--- config.mk ---
export PLATFORM = sky130hd
export DESIGN_NAME = load_store_unit_flat
export DESIGN_NICKNAME = d
export VERILOG_FILES = /design/src/rtl/riscv_pkg.sv /design/src/rtl/load_store_unit_if.sv /design/src/rtl/lsu_load_extend.sv /design/src/rtl/load_store_unit.sv /design/src/flat_wrapper.sv
export SDC_FILE = /design/constraint.sdc
export NUM_CORES = 1
export LEC_CHECK = 0
export ABC_AREA = 1
export CAP_MARGIN = 25
export CORE_ASPECT_RATIO = 1.75
export CORE_MARGIN = 2
export CORE_UTILIZATION = 30
export CTS_CLUSTER_DIAMETER = 100
export CTS_CLUSTER_SIZE = 12
export DETAILED_ROUTE_END_ITERATION = 10
export DONT_BUFFER_PORTS = 1
export PLACE_DENSITY_LB_ADDON = 0.12
export SLEW_MARGIN = 20
export SYNTH_ARGS = -nofsm -noshare
export SYNTH_HDL_FRONTEND = slang
export SYNTH_SLANG_ARGS = --single-unit
--- constraint.sdc ---
create_clock -name clk -period 1.5 [get_ports clk]
set_input_delay 0.375 -clock clk [delete_from_list [all_inputs] [get_ports clk]]
set_output_delay 0.375 -clock clk [all_outputs]
set_load 0.03 [all_outputs]
--- src/rtl/riscv_pkg.sv ---
// Shared constants and types for the load/store unit: memory-op encodings,
// address-region bases and the LSU state type.
package riscv_pkg;

  localparam int FUNCT3_W = 3;

  localparam logic [FUNCT3_W-1:0] MEM_B  = 3'b000;
  localparam logic [FUNCT3_W-1:0] MEM_H  = 3'b001;
  localparam logic [FUNCT3_W-1:0] MEM_W  = 3'b010;
  localparam logic [FUNCT3_W-1:0] MEM_BU = 3'b100;
  localparam logic [FUNCT3_W-1:0] MEM_HU = 3'b101;

  localparam logic [15:0] REGION_ROM  = 16'h0000;
  localparam logic [15:0] REGION_MMIO = 16'h7000;
  localparam logic [15:0] REGION_RAM  = 16'h8000;

  typedef enum logic [1:0] {
    LSU_IDLE,
    LSU_PEND,
    LSU_SECOND
  } lsu_state_t;

  function automatic logic region_mapped(input logic [15:0] addr_hi);
    return (addr_hi == REGION_ROM) || (addr_hi == REGION_MMIO) || (addr_hi == REGION_RAM);
  endfunction

  // Half at byte 3 or word off a word boundary spills into the next word.
  function automatic logic needs_second_beat(input logic [1:0] size, input logic [1:0] addr_lo);
    return ((size == 2'd1) && (addr_lo == 2'd3)) || ((size == 2'd2) && (addr_lo != 2'd0));
  endfunction

endpackage

--- src/rtl/load_store_unit_if.sv ---
// Pipeline request/response and data-memory port bundle for the load/store unit.
// slave = the LSU itself; master = the pipeline plus memory it talks to.
interface load_store_unit_if;
  logic        req_valid;
  logic        req_ready;
  logic        req_is_store;
  logic [2:0]  req_funct3;
  logic [31:0] req_address;
  logic [31:0] req_store_data;
  logic [4:0]  req_rd;

  logic        resp_valid;
  logic [4:0]  resp_rd;
  logic [31:0] resp_data;

  logic [31:0] dmem_address;
  logic        dmem_enable;
  logic        dmem_write_enable;
  logic [2:0]  dmem_write_mode;
  logic [31:0] dmem_write_data;
  logic        dmem_read_enable;
  logic [2:0]  dmem_read_mode;
  logic [31:0] dmem_read_data;
  logic        dmem_wait;

  modport slave (
    input  req_valid, req_is_store, req_funct3, req_address, req_store_data, req_rd,
    output req_ready,
    output resp_valid, resp_rd, resp_data,
    output dmem_address, dmem_enable, dmem_write_enable, dmem_write_mode, dmem_write_data,
    output dmem_read_enable, dmem_read_mode,
    input  dmem_read_data, dmem_wait
  );

  modport master (
    output req_valid, req_is_store, req_funct3, req_address, req_store_data, req_rd,
    input  req_ready,
    input  resp_valid, resp_rd, resp_data,
    input  dmem_address, dmem_enable, dmem_write_enable, dmem_write_mode, dmem_write_data,
    input  dmem_read_enable, dmem_read_mode,
    output dmem_read_data, dmem_wait
  );
endinterface

--- src/rtl/lsu_load_extend.sv ---
// Sign/zero extension of lane-aligned load data according to funct3.
// Unknown encodings pass the raw word through untouched.
module lsu_load_extend
  import riscv_pkg::*;
(
  input  logic [2:0]  funct3,
  input  logic [31:0] raw_data,
  output logic [31:0] ext_data
);

  always_comb begin
    ext_data = raw_data;
    case (funct3)
      MEM_B:   ext_data = {{24{raw_data[7]}}, raw_data[7:0]};
      MEM_BU:  ext_data = {24'h0, raw_data[7:0]};
      MEM_H:   ext_data = {{16{raw_data[15]}}, raw_data[15:0]};
      MEM_HU:  ext_data = {16'h0, raw_data[15:0]};
      default: ext_data = raw_data;
    endcase
  end

endmodule

--- src/rtl/load_store_unit.sv ---
// MEM-stage load/store initiator: issues ops to the data memory, tracks the
// outstanding load, extends its result, flags unmapped accesses and counts ops.
module load_store_unit
  import riscv_pkg::*;
#(
  parameter int CNT_W = 32
) (
  input  logic             clk,
  input  logic             reset_n,
  load_store_unit_if.slave bus,
  output logic             fault,
  output logic [CNT_W-1:0] load_count,
  output logic [CNT_W-1:0] store_count,
  output logic [CNT_W-1:0] unaligned_count
);

  lsu_state_t       state_q, state_d;
  logic [2:0]       pend_funct3_q, pend_funct3_d;
  logic [4:0]       pend_rd_q, pend_rd_d;
  logic             pend_fault_q, pend_fault_d;
  logic             fault_q, fault_d;
  logic [CNT_W-1:0] load_count_q, load_count_d;
  logic [CNT_W-1:0] store_count_q, store_count_d;
  logic [CNT_W-1:0] unaligned_count_q, unaligned_count_d;

  logic        accept;
  logic        accept_load;
  logic        unmapped;
  logic        unaligned;
  logic        resp_valid;
  logic [31:0] ext_data;

  assign bus.req_ready = reset_n && !bus.dmem_wait;
  assign accept        = bus.req_valid && bus.req_ready;
  assign accept_load   = accept && !bus.req_is_store;
  assign unmapped      = !region_mapped(bus.req_address[31:16]);
  assign unaligned     = needs_second_beat(bus.req_funct3[1:0], bus.req_address[1:0]);

  assign bus.dmem_enable       = accept;
  assign bus.dmem_write_enable = accept && bus.req_is_store;
  assign bus.dmem_read_enable  = accept_load;
  assign bus.dmem_address      = bus.req_address;
  assign bus.dmem_write_mode   = bus.req_funct3;
  assign bus.dmem_read_mode    = bus.req_funct3;
  assign bus.dmem_write_data   = bus.req_store_data;

  lsu_load_extend u_extend (
    .funct3   (pend_funct3_q),
    .raw_data (bus.dmem_read_data),
    .ext_data (ext_data)
  );

  assign bus.resp_valid = resp_valid;
  assign bus.resp_rd    = pend_rd_q;
  assign bus.resp_data  = pend_fault_q ? 32'h0 : ext_data;

  assign fault           = fault_q;
  assign load_count      = load_count_q;
  assign store_count     = store_count_q;
  assign unaligned_count = unaligned_count_q;

  always_comb begin
    state_d    = state_q;
    resp_valid = 1'b0;
    case (state_q)
      LSU_IDLE: begin
        if (accept_load) state_d = LSU_PEND;
      end
      LSU_PEND: begin
        if (bus.dmem_wait) begin
          state_d = LSU_SECOND;
        end else begin
          resp_valid = 1'b1;
          state_d    = accept_load ? LSU_PEND : LSU_IDLE;
        end
      end
      LSU_SECOND: begin
        // Memory guarantees the wait lasts a single cycle, so data is here now.
        resp_valid = 1'b1;
        state_d    = accept_load ? LSU_PEND : LSU_IDLE;
      end
      default: state_d = LSU_IDLE;
    endcase
    if (!reset_n) resp_valid = 1'b0;
  end

  always_comb begin
    pend_funct3_d     = pend_funct3_q;
    pend_rd_d         = pend_rd_q;
    pend_fault_d      = pend_fault_q;
    fault_d           = accept && unmapped;
    load_count_d      = load_count_q;
    store_count_d     = store_count_q;
    unaligned_count_d = unaligned_count_q;
    if (accept) begin
      pend_funct3_d = bus.req_funct3;
      pend_rd_d     = bus.req_rd;
      pend_fault_d  = unmapped;
      if (bus.req_is_store) store_count_d = store_count_q + CNT_W'(1);
      else                  load_count_d  = load_count_q + CNT_W'(1);
      if (unaligned) unaligned_count_d = unaligned_count_q + CNT_W'(1);
    end
  end

  always_ff @(posedge clk) begin
    if (!reset_n) begin
      state_q           <= LSU_IDLE;
      pend_funct3_q     <= 3'b0;
      pend_rd_q         <= 5'b0;
      pend_fault_q      <= 1'b0;
      fault_q           <= 1'b0;
      load_count_q      <= '0;
      store_count_q     <= '0;
      unaligned_count_q <= '0;
    end else begin
      state_q           <= state_d;
      pend_funct3_q     <= pend_funct3_d;
      pend_rd_q         <= pend_rd_d;
      pend_fault_q      <= pend_fault_d;
      fault_q           <= fault_d;
      load_count_q      <= load_count_d;
      store_count_q     <= store_count_d;
      unaligned_count_q <= unaligned_count_d;
    end
  end

endmodule

--- src/flat_wrapper.sv ---
// flat-port wrapper written by rule: the top's interface ports become plain ports
module load_store_unit_flat import riscv_pkg::*;
#(
  parameter int CNT_W = 32
)
  (clk, reset_n, fault, load_count, store_count, unaligned_count, bus_req_valid, bus_req_is_store, bus_req_funct3, bus_req_address, bus_req_store_data, bus_req_rd, bus_req_ready, bus_resp_valid, bus_resp_rd, bus_resp_data, bus_dmem_address, bus_dmem_enable, bus_dmem_write_enable, bus_dmem_write_mode, bus_dmem_write_data, bus_dmem_read_enable, bus_dmem_read_mode, bus_dmem_read_data, bus_dmem_wait);
  load_store_unit_if bus_i ();
  input  logic clk;
  input  logic reset_n;
  output logic fault;
  output logic [CNT_W-1:0] load_count;
  output logic [CNT_W-1:0] store_count;
  output logic [CNT_W-1:0] unaligned_count;
  input wire logic [$bits(bus_i.req_valid)-1:0] bus_req_valid;
  input wire logic [$bits(bus_i.req_is_store)-1:0] bus_req_is_store;
  input wire logic [$bits(bus_i.req_funct3)-1:0] bus_req_funct3;
  input wire logic [$bits(bus_i.req_address)-1:0] bus_req_address;
  input wire logic [$bits(bus_i.req_store_data)-1:0] bus_req_store_data;
  input wire logic [$bits(bus_i.req_rd)-1:0] bus_req_rd;
  output wire logic [$bits(bus_i.req_ready)-1:0] bus_req_ready;
  output wire logic [$bits(bus_i.resp_valid)-1:0] bus_resp_valid;
  output wire logic [$bits(bus_i.resp_rd)-1:0] bus_resp_rd;
  output wire logic [$bits(bus_i.resp_data)-1:0] bus_resp_data;
  output wire logic [$bits(bus_i.dmem_address)-1:0] bus_dmem_address;
  output wire logic [$bits(bus_i.dmem_enable)-1:0] bus_dmem_enable;
  output wire logic [$bits(bus_i.dmem_write_enable)-1:0] bus_dmem_write_enable;
  output wire logic [$bits(bus_i.dmem_write_mode)-1:0] bus_dmem_write_mode;
  output wire logic [$bits(bus_i.dmem_write_data)-1:0] bus_dmem_write_data;
  output wire logic [$bits(bus_i.dmem_read_enable)-1:0] bus_dmem_read_enable;
  output wire logic [$bits(bus_i.dmem_read_mode)-1:0] bus_dmem_read_mode;
  input wire logic [$bits(bus_i.dmem_read_data)-1:0] bus_dmem_read_data;
  input wire logic [$bits(bus_i.dmem_wait)-1:0] bus_dmem_wait;
  assign bus_i.req_valid = bus_req_valid;
  assign bus_i.req_is_store = bus_req_is_store;
  assign bus_i.req_funct3 = bus_req_funct3;
  assign bus_i.req_address = bus_req_address;
  assign bus_i.req_store_data = bus_req_store_data;
  assign bus_i.req_rd = bus_req_rd;
  assign bus_req_ready = bus_i.req_ready;
  assign bus_resp_valid = bus_i.resp_valid;
  assign bus_resp_rd = bus_i.resp_rd;
  assign bus_resp_data = bus_i.resp_data;
  assign bus_dmem_address = bus_i.dmem_address;
  assign bus_dmem_enable = bus_i.dmem_enable;
  assign bus_dmem_write_enable = bus_i.dmem_write_enable;
  assign bus_dmem_write_mode = bus_i.dmem_write_mode;
  assign bus_dmem_write_data = bus_i.dmem_write_data;
  assign bus_dmem_read_enable = bus_i.dmem_read_enable;
  assign bus_dmem_read_mode = bus_i.dmem_read_mode;
  assign bus_i.dmem_read_data = bus_dmem_read_data;
  assign bus_i.dmem_wait = bus_dmem_wait;
  load_store_unit #(.CNT_W(CNT_W)) u_core (.clk(clk), .reset_n(reset_n), .bus(bus_i), .fault(fault), .load_count(load_count), .store_count(store_count), .unaligned_count(unaligned_count));
endmodule
* After elaboration in Yosys (flattened, before gate mapping)
Index checks and enable logic that the tools add are counted.
** Storage, ports and cells
- Output and inout bits :: 209
- Input bits :: 109
- Logic and storage cells :: 52
- Register bits :: 108
** Cells by class
- Add/subtract/negate cells :: 3
- Equality and inequality tests :: 11
- Bitwise logic cells :: 1
- Reductions and logical operators :: 20
- Multiplexer cells :: 9
** Operators with widths (count)
- $pmux 32 s4 :: 1
- $add 32x1->32 const B :: 3
- $mux 32 :: 1
- $eq 16x15->1 const B :: 1
- $eq 16x16->1 const B :: 1
- $logic_not 16->1 :: 1
- $logic_and 1x1->1 :: 7
- $eq 2x2->1 const B :: 3
- $eq 3x3->1 const B :: 2
- $pmux 2 s3 :: 1
- $reduce_and 2->1 :: 3
- $eq 2x1->1 const B :: 2
- $mux 2 :: 2
- $eq 3x1->1 const B :: 1
- $logic_not 1->1 :: 3
- $logic_not 3->1 :: 1
- $logic_or 1x1->1 :: 3
- $mux 1 :: 3
- $logic_not 2->1 :: 1
- $ne 2x1->1 const B :: 1
- $pmux 1 s2 :: 1
- $reduce_bool 2->1 :: 1
- $not 1->1 :: 1

* Depth between registers and ports, before layout
Gate-level depths: netlist of the first run.
- Word-level depth :: 7
- Depth in mapped cells :: 11
- Mapped depth without buffers :: 11

* Modules after synthesis
A second synthesis of the first run with hierarchy kept.
** Unflattened totals
- Cell total of the unflattened synthesis :: 1102
- Area total of the unflattened synthesis :: 6839.1 um^2
** By module, submodules not included
- load_store_unit :: times used 1, cells each 1032, area each 6468.7 um^2, sequential area each 2162.1 um^2
- lsu_load_extend :: times used 1, cells each 70, area each 370.4 um^2, sequential area each 0.0 um^2

* Least setup slack after synthesis of the first run
OpenSTA, ideal clock, no wires.
- Path type :: input to output
- Start point :: in reset_n
- End point :: out bus_resp_valid
- Path buffers :: 3
- Slack :: -0.462 ns
- Arrival time :: 1.587 ns
- Stages on the path :: 5
- Data required time :: 1.125 ns
- Cells stage by stage :: buf_4 -> clkbuf_1 -> clkbuf_1 -> nand2_1 -> a21oi_1
** On the way
- Word-level cells in the longest chain between the ends :: 1
** Ends and longest elaborated chain
- start, declared :: RTL line flat_wrapper.sv:9 : input logic reset_n;
- $mux 1 :: RTL line load_store_unit.sv:84 : if (!reset_n) resp_valid = 1'b0;
- end, declared :: RTL line flat_wrapper.sv:21 : output wire logic [$bits(bus_i.resp_valid)-1:0] bus_resp_valid;
Every way passes these cells.

* Final worst setup path of the first run
- Start point :: reg u_core.pend_funct3_q[1]
- End point :: out bus_resp_data[18]
** On the way
- Word-level cells in the longest chain between the ends :: 3
- Elaborated cells between the ends (all ways) :: 6
- Those cells by class :: eq/ne: 3; mux: 2; reduce/logical: 1
** Ends and longest elaborated chain
- start, declared :: RTL line load_store_unit.sv:18 : logic [2:0] pend_funct3_q, pend_funct3_d;
- start signal, assigned :: RTL line load_store_unit.sv:117 : pend_funct3_q <= pend_funct3_d;
- $eq 3x3->1 (tied with other cells) :: RTL line lsu_load_extend.sv:13 : case (funct3)
- $pmux 32 s4 * :: RTL line lsu_load_extend.sv:13
- $mux 32 * :: RTL line load_store_unit.sv:55 : assign bus.resp_data = pend_fault_q ? 32'h0 : ext_data;
- end, declared :: RTL line flat_wrapper.sv:23 : output wire logic [$bits(bus_i.resp_data)-1:0] bus_resp_data;
Mark *: on every way between the ends. The rest lies on a longest branch, timed or not.

==> flow_metrics.py, run 1 <==
metrics = {
    "run_status": {
        "status": "finished, violations left",
        "violations": "setup timing",
    },
    "worst_setup_path": {
        "reg2reg_from": "u_core.store_count[1]",
        "max_stage_delay_ns": 0.34,
        "required_ns": 1.12,
        "endpoint_kind": "output pin",
        "cp_cell_sequence": "nor2_4, nand3_4, a31o_4, nor2_2, buf_6",
        "critPathSlowestCell": "dfxtp_2",
        "startpoint": "u_core.pend_funct3_q[1]",
        "path_max_fanout": 8,
        "critPathBufInv": 1,
        "crit_family": "simple AND/OR/NAND/NOR gates",
        "critPathLaunchType": "register",
        "arrival_ns": 1.50,
        "critPathKind": "register to output pin",
    },
    "synthesis": {
        "synth.cell_area_um2": 6760,
        "yosysMostFrequentCell": "nand2_1",
        "synthTopCellsByCount": "nand2_1, nor2_1, inv_1, dfxtp_1, nand3_1",
        "synth_top_area_share_pct": 32.0,
        "synth_nets": 1192,
        "yosysTopAreaCell": "dfxtp_1",
        "syn-instance-count": 1076,
        "synth-async-reset-ratio_pct": 0,
        "synthTopCellsByArea": "dfxtp_1, nand2_1, nor2_1",
        "synth_warnings": 0,
        "synth_edf_count": 0,
        "ys_seq_area_share_pct": 32.0,
        "ys.flop_type": "dfxtp_1",
        "netlist-cell-type-count": 38,
        "avgSynthCellArea_um2": 6.28,
        "synth-seq-cells": 108,
    },
    "hold_path": {
        "hp-class": "primary input to register",
        "holdCritStartpoint": "bus_req_rd[0]",
    },
    "sta": {
        "setup_viol": 37,
        "fin_ws_ns": -0.372,
        "hold_viol": 0,
        "final_max_slew_viol_count": 0,
        "period_needed_ns": 1.87,
        "rsz0062_at_grt": "yes",
        "slew_headroom_pct": 66.0,
        "finalClockSkew_ns": 0.00955,
        "tightest_slew_ns": 0.511,
        "max_freq_ghz": 0.534,
        "period_share_pct": 125,
    },
    "place": {
        "globalplace.congestion": 0.822,
        "hpwl_um": 16900,
        "place_area_um2": 8320,
        "dp_cells": 1496,
        "port-buffer-count": 0,
    },
    "pwr": {
        "power_density_nw_per_um2": 681,
        "ir_worst_vdd_mv": 0.415,
        "power_leakage_uw": 0.00422,
    },
    "cts": {
        "h-tree-depth": 3,
        "cts_tree": "yes",
        "clock-sinks": 108,
        "cts-root-buf": "clkbuf_16",
        "clockBufferDepth": 2,
        "cts_buffers": 9,
        "ctsHoldBuffers": 0,
        "clkLatencyLatePin_ns": 0.36,
        "cts.clk_slew.worst_paths_ns": 0.07,
    },
    "route": {
        "totalWireLength_um": 22500,
        "ant_nets": 0,
        "via_count": 6977,
        "drc": 0,
        "drtIter0Drc": 289,
        "viasPerCell": 4.55,
        "wl_per_cell_um": 14.7,
        "first_pass_iters": 5,
    },
    "floorplan": {
        "die_y_um": 203,
        "fp.coreArea_um2": 22200,
        "io-pin-count": 318,
        "initial_utilization_pct": 30.5,
        "die_w_um": 117,
        "rows": 72,
        "die-area_um2": 23800,
    },
    "global_route": {
        "antenna_found_initial": 0,
        "grt_pass1_wl_um": 35600,
        "track_usage_pct": 18.8,
        "grt-ovfl-total": 0,
        "grt_max_degree": 79,
        "grt_pass1_vias": 7165,
    },
    "final_layout": {
        "nets": 1347,
        "stdcell_area_um2": 9430,
        "fin_cells": 1532,
        "utilization_pct": 42.5,
        "syn_to_final_growth_pct": 39.5,
        "drive_above_1_share_pct": 35.1,
        "diodes": 0,
    },
    "job": {
        "cap_violations": 0,
    },
}
## sequential cells by signal (all words and copies together) (netlist names)
register	count
u_core.bus.resp_rd	5
u_core.fault	1
u_core.load_count	32
u_core.pend_fault_q	1
u_core.pend_funct3_q	3
u_core.state_q	2
u_core.store_count	32
u_core.unaligned_count	32
## kinds of logic after synthesis
family | Yosys count | share of synthesized area [%]
compound gates | 98 | 7.55
xor+xnor | 15 | 1.94
fa+ha+maj | 7 | 1.30
buf+inv | 256 | 18.5
flops | 108 | 32.0
simple gates | 592 | 38.7
## final cells by class
class	count	area [um^2]
clock buffers	11	233
clock inverters	5	76.3
fillers	2404	12700
inverters	166	641
multi-input cells	713	3980
flip-flops and latches	108	2230
well taps	296	370
repair buffers	233	1900
## through the flow
step	setup WS (ns)	hold WS (ns)	TNS, ns	total power, uW
2_1_floorplan	-0.159	0.467	-1.96	3910
3_3_place_gp	-0.0731	0.469	-1.34	3720
3_5_place_dp	-0.0918	0.474	-2.18	3720
4_1_cts	-0.385	0.107	-9.64	6520
5_1_grt	-0.441	0.119	-11.91	6700
6_report	-0.372	0.128	-8.46	6420
## path summary, 6_finish.rpt
kind / to / slack (ns) / cells past startpoint
setup reg to reg: u_core.store_count[24] / -0.06 / 11
hold / removal: u_core.bus.resp_rd[0] / 0.13 / 2
hold reg to reg: u_core.load_count[14] / 0.46 / 1
setup / recovery: bus_resp_data[18] / -0.37 / 5
## where the power goes
part	switching, uW	total [uW]	leakage [uW]	internal (uW)
logic	564	893	0.00318	329
clock network	1150	2610	0.000147	1460
registers	45.1	2930	0.000891	2880
## routing by layer
metal / global-route usage [%] / wire [um] / vias to the layer above
li1: - / - / 3604
met1: 18.5 / 8330 / 3133
met2: 36.6 / 12300 / 193
met3: 3.85 / 1150 / 47
met4: 9.51 / 720 / 0
met5: 0 / 0 / -
## what timing repair did
action                     4_1_cts  5_1_grt
cloned                           3        0
setup endpoints to repair       62       99
resized for setup               69      115
setup buffers                    5       14
pin swaps                       24       43
hold endpoints to repair         0        0
## placed cells by master, fill, tap and decap left out, types with 4 or more instances in the layout
cell       synthesis  final
a21oi_1           55     48
a21oi_2            0      4
buf_4             72    205
buf_6              2     23
clkbuf_16          0      9
dfxtp_1          108     73
dfxtp_2            0     26
dfxtp_4            0      9
ha_4               0      4
inv_1            160    151
inv_2              2      7
inv_4              1      5
nand2_1          218    203
nand2_2            6     16
nand2_4            0      5
nand3_1           89     70
nand3_2            2     19
nand4_1           26     26
nor2_1           202    144
nor2_2             4     32
nor2_4            10     40
nor3_1            23     18
nor3_2             0      5
o21ai_0           33     30
xnor2_1            5      5
xor2_1            10     10
Power figures use the tool's default switching activity.
==> inputs of run 2 (changes only) <==
--- a/constraint.sdc
+++ b/constraint.sdc
@@ -3,2 +3,2 @@
 set_output_delay 0.375 -clock clk [all_outputs]
-set_load 0.03 [all_outputs]
+set_load 0.05 [all_outputs]
==> run 2 against run 1 <==
  * The run still ends with setup timing left
  * Via count decreased by 0.33%
  * Power is 3.7% higher
  * Global-route usage increased by 0.13 points
  * Die area did not move
  * Register-to-register slack improved by 0.08 ns
==> flow_metrics.py, run 2 (synthesized netlist as in run 1, its figures left out) <==
metrics = {
    "final_layout": {
        "final_cell_mix": "nand2_1, buf_4, inv_1, nor2_1, nand3_1",
        "nets": 1313,
        "drive_above_1_share_pct": 37.1,
        "mostFrequentLayoutCell": "nand2_1",
        "syn_to_final_growth_pct": 40.3,
        "fin_cells": 1498,
        "diodes": 0,
        "stdcell_area_um2": 9480,
    },
    "run_status": {
        "violations": "setup timing",
        "status": "finished, violations left",
    },
    "worst_setup_path": {
        "critPathSlowestCell": "dfxtp_2",
        "required_ns": 1.12,
        "endpoint_kind": "output pin",
        "critPathKind": "register to output pin",
        "rr_worst_depth": 11,
        "critPathBufInv": 1,
        "reg2reg_from": "u_core.store_count[0]",
        "cp_cell_sequence": "nor2_4, nand3_4, a31o_4, nor2_4, buf_12",
        "max_stage_delay_ns": 0.35,
        "worstReg2RegEnd": "u_core.store_count[26]",
        "critPathLaunchType": "register",
        "crit_top_cell": "nor2_4",
        "startpoint": "u_core.pend_funct3_q[1]",
        "arrival_ns": 1.57,
        "crit_family": "simple AND/OR/NAND/NOR gates",
        "rrSetupSlack_ns": 0.02,
        "path_max_fanout": 8,
    },
    "place": {
        "hpwl_um": 17500,
        "port-buffer-count": 0,
        "dp_cells": 1465,
        "globalplace.congestion": 0.809,
        "post-place-ws_ns": -0.137,
        "place_area_um2": 8520,
    },
    "route": {
        "viasPerCell": 4.64,
        "via_count": 6954,
        "ant_nets": 0,
        "wl_per_cell_um": 15.3,
        "totalWireLength_um": 22900,
        "drtIter0Drc": 232,
        "first_pass_iters": 4,
        "drc": 0,
    },
    "sta": {
        "fin_ws_ns": -0.445,
        "rsz0062_at_grt": "yes",
        "max_freq_ghz": 0.514,
        "tightest_slew_ns": 0.515,
        "setup_viol": 33,
        "fin_hold_ws_ns": 0.110,
        "slew_headroom_pct": 65.6,
        "final_max_slew_viol_count": 0,
        "period_share_pct": 130,
        "period_needed_ns": 1.94,
        "finalClockSkew_ns": 0.00884,
        "hold_viol": 0,
    },
    "cts": {
        "cts-root-buf": "clkbuf_16",
        "clockBufferDepth": 2,
        "clock-sinks": 108,
        "cts.clk_slew.worst_paths_ns": 0.07,
        "h-tree-depth": 3,
        "cts_buffers": 9,
        "clkLatencyLatePin_ns": 0.38,
        "cts_tree": "yes",
    },
    "global_route": {
        "met1_usage_pct": 17.6,
        "grt-ovfl-total": 0,
        "grt_pass1_vias": 6864,
        "grt_pass1_wl_um": 35600,
        "globalRouteMet2Util_pct": 38.1,
        "top_usage_layer": "met2",
        "track_usage_pct": 18.9,
        "grt_max_degree": 79,
        "met3_usage_pct": 3.65,
        "antenna_found_initial": 0,
    },
    "floorplan": {
        "die_y_um": 203,
        "io-pin-count": 318,
        "rows": 72,
        "die-area_um2": 23800,
        "initial_utilization_pct": 30.5,
        "die_w_um": 117,
        "fp.coreArea_um2": 22200,
    },
    "hold_path": {
        "holdCritStartpoint": "bus_req_rd[4]",
        "whs_path_depth": 2,
        "min_to": "u_core.bus.resp_rd[4]",
        "hp-class": "primary input to register",
    },
    "pwr": {
        "power_leakage_uw": 0.00416,
        "power_density_nw_per_um2": 703,
        "ir_worst_vdd_mv": 0.390,
    },
    "job": {
        "cap_violations": 0,
    },
}
-- run 2: cell types whose count changed in the layout (fill, tap and decap cells not counted), sizes merged --
cell,previous run,this run
clkbuf,11,13
bufinv,2,0
buf,233,199
-- run 2: routing by layer --
metal	vias up	share of wire, %
met2	195	55
li1	3546	-
met3	67	5.0
met1	3146	35
met4	0	4.1
met5	-	0
-- run 2: area by class of cell --
cell class              instances  area, um^2
multi-input cells             713        4080
flip-flops and latches        108        2270
repair buffers                199        1840
fillers                      2380       12700
clock inverters                 3        20.0
clock buffers                  13         260
well taps                     296         370
inverters                     166         644
-- run 2: where the power goes --
| part | internal [uW] | leakage, uW | switching [uW] |
|---|---|---|---|
| clock network | 1220 | 0.000140 | 1190 |
| registers | 2880 | 0.000911 | 54.5 |
| logic | 524 | 0.00311 | 796 |
-- run 2: worst reg2reg max path, stage by stage (launching register included) --
cell and delay (ns):
dfxtp_4 0.37, ha_4 0.16, nand2_4 0.06, nor2_4 0.10, nand2_2 0.07, nor2_4 0.17, buf_6 0.13, nand3_4 0.09
nor2_4 0.10, nand2_1 0.05, nand2_1 0.06, nor2_1 0.04
-- run 2: worst max-delay path by stage --
stage	end	cells after the start	slack (ns)
global route	bus_resp_data[25]	5	-0.48
global placement	bus_resp_data[31]	5	-0.11
floorplan	bus_resp_data[21]	5	-0.25
finish	bus_resp_data[19]	5	-0.44
detailed placement	bus_resp_data[19]	5	-0.14
CTS	bus_resp_data[23]	5	-0.47
-- run 2: repair_timing --
| item | 4_1_cts | 5_1_grt |
|---|---|---|
| cloned | 1 | 0 |
| setup endpoints to repair | 46 | 94 |
| setup buffers | 8 | 8 |
| resized for setup | 54 | 100 |
| pin swaps | 23 | 37 |
| hold buffers | 0 | 0 |
-- run 2: metrics by stage --
stage,utilization (%),TNS [ns],power [uW]
2_1_floorplan,-,-4.11,4300
3_3_place_gp,38.5,-1.88,4200
3_5_place_dp,38.5,-2.47,4210
4_1_cts,41.0,-11.32,6750
5_1_grt,42.8,-12.77,6940
6_report,42.8,-10.62,6660
==> patch, RTL diff (flow settings as in run 1) <==
`CNT_W` is set to 32 in 2 places; all go to 64.
--- a/src/rtl/load_store_unit.sv
+++ b/src/rtl/load_store_unit.sv
@@ -3,7 +3,7 @@
 module load_store_unit
   import riscv_pkg::*;
 #(
-  parameter int CNT_W = 32
+  parameter int CNT_W = 64
 ) (
   input  logic             clk,
   input  logic             reset_n,
--- a/src/flat_wrapper.sv
+++ b/src/flat_wrapper.sv
@@ -1,7 +1,7 @@
 // flat-port wrapper written by rule: the top's interface ports become plain ports
 module load_store_unit_flat import riscv_pkg::*;
 #(
-  parameter int CNT_W = 32
+  parameter int CNT_W = 64
 )
   (clk, reset_n, fault, load_count, store_count, unaligned_count, bus_req_valid, bus_req_is_store, bus_req_funct3, bus_req_address, bus_req_store_data, bus_req_rd, bus_req_ready, bus_resp_valid, bus_resp_rd, bus_resp_data, bus_dmem_address, bus_dmem_enable, bus_dmem_write_enable, bus_dmem_write_mode, bus_dmem_write_data, bus_dmem_read_enable, bus_dmem_read_mode, bus_dmem_read_data, bus_dmem_wait);
   load_store_unit_if bus_i ();
Ports: changed (resized load_count, store_count and unaligned_count); port bits go from 318 to 414. No check against the original RTL was run, so the function may have changed too.
==> patch against run 1 <==
The flow finishes with violations (hold timing, setup timing); die area is 82% higher; combinational power rose by 22%; synthesized cell count increased by 94%; clock power up 87%; synthesized area up 85%; sequential cell count up 96; clock skew rose by 3.9 ps; cell area increased by 150%; setup slack lost 210 ps; routed wire length increased to 2.7 times the old value; power rose by 77%; cell count up 120%.
==> patch: results (changes against run 1) <==
- Status: finished, violations left
- Failing checks: hold timing, setup timing
- Final Core Density: 56.2% (+14 points)
- Via count: 16.3k (+130%)
- Starting DRT DRC Count: 662 (+130%)
- Syn nets: 2203 (+85%)
- Max-slew headroom: 41.6% (-24 points)
- Filler cell count: 3961 (+65%)
- Met2 wire len: 32.2 mm (+160%)
- Mapped Cells: 2087 (+94%)
- Post-placement cell count: 3141 (+110%)
- Clock latency at the later pin of the worst-skew pair: 530 ps (+170 ps)
- H-tree depth: 1 (-2)
- Worst reg2reg startpoint: u_core.unaligned_count[0]
- Met1 WL: 19.6 mm (+140%)
- Post-CTS Hold Buffers: 10 (+10)
- Fin cells: 3324 (+120%)
- Setup crit end: bus_resp_data[17]
- Hold_sp: reset_n
- WL per Instance: 18.2 µm (+24%)
- Register area share after synthesis: 32.6% (+0.65 points)
- WHS: -17.1 ps (-146 ps)
- Synth Area in XOR/XNOR: 1.40% (-0.54 points)
- Leak pwr: 9.61 nW (+130%)
- Post-synthesis compound-gate area fraction: 7.71% (+0.16 points)
- Combinational Power Share: 9.6% (-4.3 points)
- Share of layout cells above drive strength 1: 54.4% (+19 points)
- GRT Overall Usage: 27.0% (+8.2 points)
- Initial antenna violation count: 1 (+1)
- CTS buffer count: 20 (+11)
- Sw Ratio: 27.1% (-0.20 points)
- Post-synth cell types: 39 (+2.6%)
- Pint: 8.28 mW (+77%)
- Crit path DAT: 1710 ps (+210 ps)
- Routing usage on met2: 50.8% (+14 points)
- Final HPWL from detailed placement: 45.1 mm (+170%)
- Met1 usage: 24.8% (+6.4 points)
- Final Wtd Congestion: 0.968 (+18%)
- Top Metal Used: met5
- Final setup fails: 201 (+440%)
- Reg power frac: 47.3% (+1.8 points)
- Final Hold Vio Count: 3 (+3)
- Met3 wire length: 3.80 mm (+230%)
- Met3 Track Usage GR: 6.32% (+2.5 points)
- WHS Endpoint: u_core.load_count[31]
- Leading cell types by count after synthesis: 498 x nand2_1, 492 x nor2_1, 255 x inv_1, 204 x dfxtp_1, 154 x nand3_1
- Adder-Cell Fraction of Synth Area: 0.700% (-0.60 points)
- Worst setup margin: -583 ps (-212 ps)
- First-pass GRT wire length: 89.6 mm (+150%)
- VDD IR max: 0.705 mV (+70%)
- Nets: 2879 (+110%)
- Reg-to-reg setup timing slack: -190 ps (-130 ps)
- Ranking of synthesized cells by area: dfxtp_1 33%, nand2_1 15%, nor2_1 15%, inv_1 7.6%, nand3_1 6.2%
- Pre-CTS setup slack: -456 ps (-365 ps)
- Largest net degree at the start of global routing: 152 (+92%)
==> patch: cell types whose count changed after synthesis, sizes merged, moves of 28 or more <==
cell and change:
dfxtp +96, o21ai +28, nand3 +66, a21oi +48
inv +93, nand4 +41, nand2 +280, nor2 +292
==> patch: through the flow <==
stage | area, µm² | setup TNS, ps
finish | 23300 | -25400
global route | 23300 | -42750
floorplan | 13000 | -6700
CTS | 21700 | -23540
detailed placement | 17500 | -32970
global placement | 17500 | -28910
==> patch: layout make-up <==
| cell class | instances | area [µm²] | area share [%] |
|---|---|---|---|
| Timing Repair Buffer | 756 | 6960 | 29.9 |
| Clock buffer | 28 | 552 | 2.37 |
| Tap cell | 555 | 694 | 2.98 |
| Inverter | 257 | 990 | 4.25 |
| Multi-Input combinational cell | 1524 | 9630 | 41.4 |
| Sequential cell | 204 | 4450 | 19.1 |
==> patch: what timing repair did <==
action,4_1_cts,5_1_grt
endpoints found under the setup margin,324,294
endpoints found under the hold margin,122,60
resized for setup,813,358
cloned,2,1
buffers inserted,107,56
pin swaps,214,208
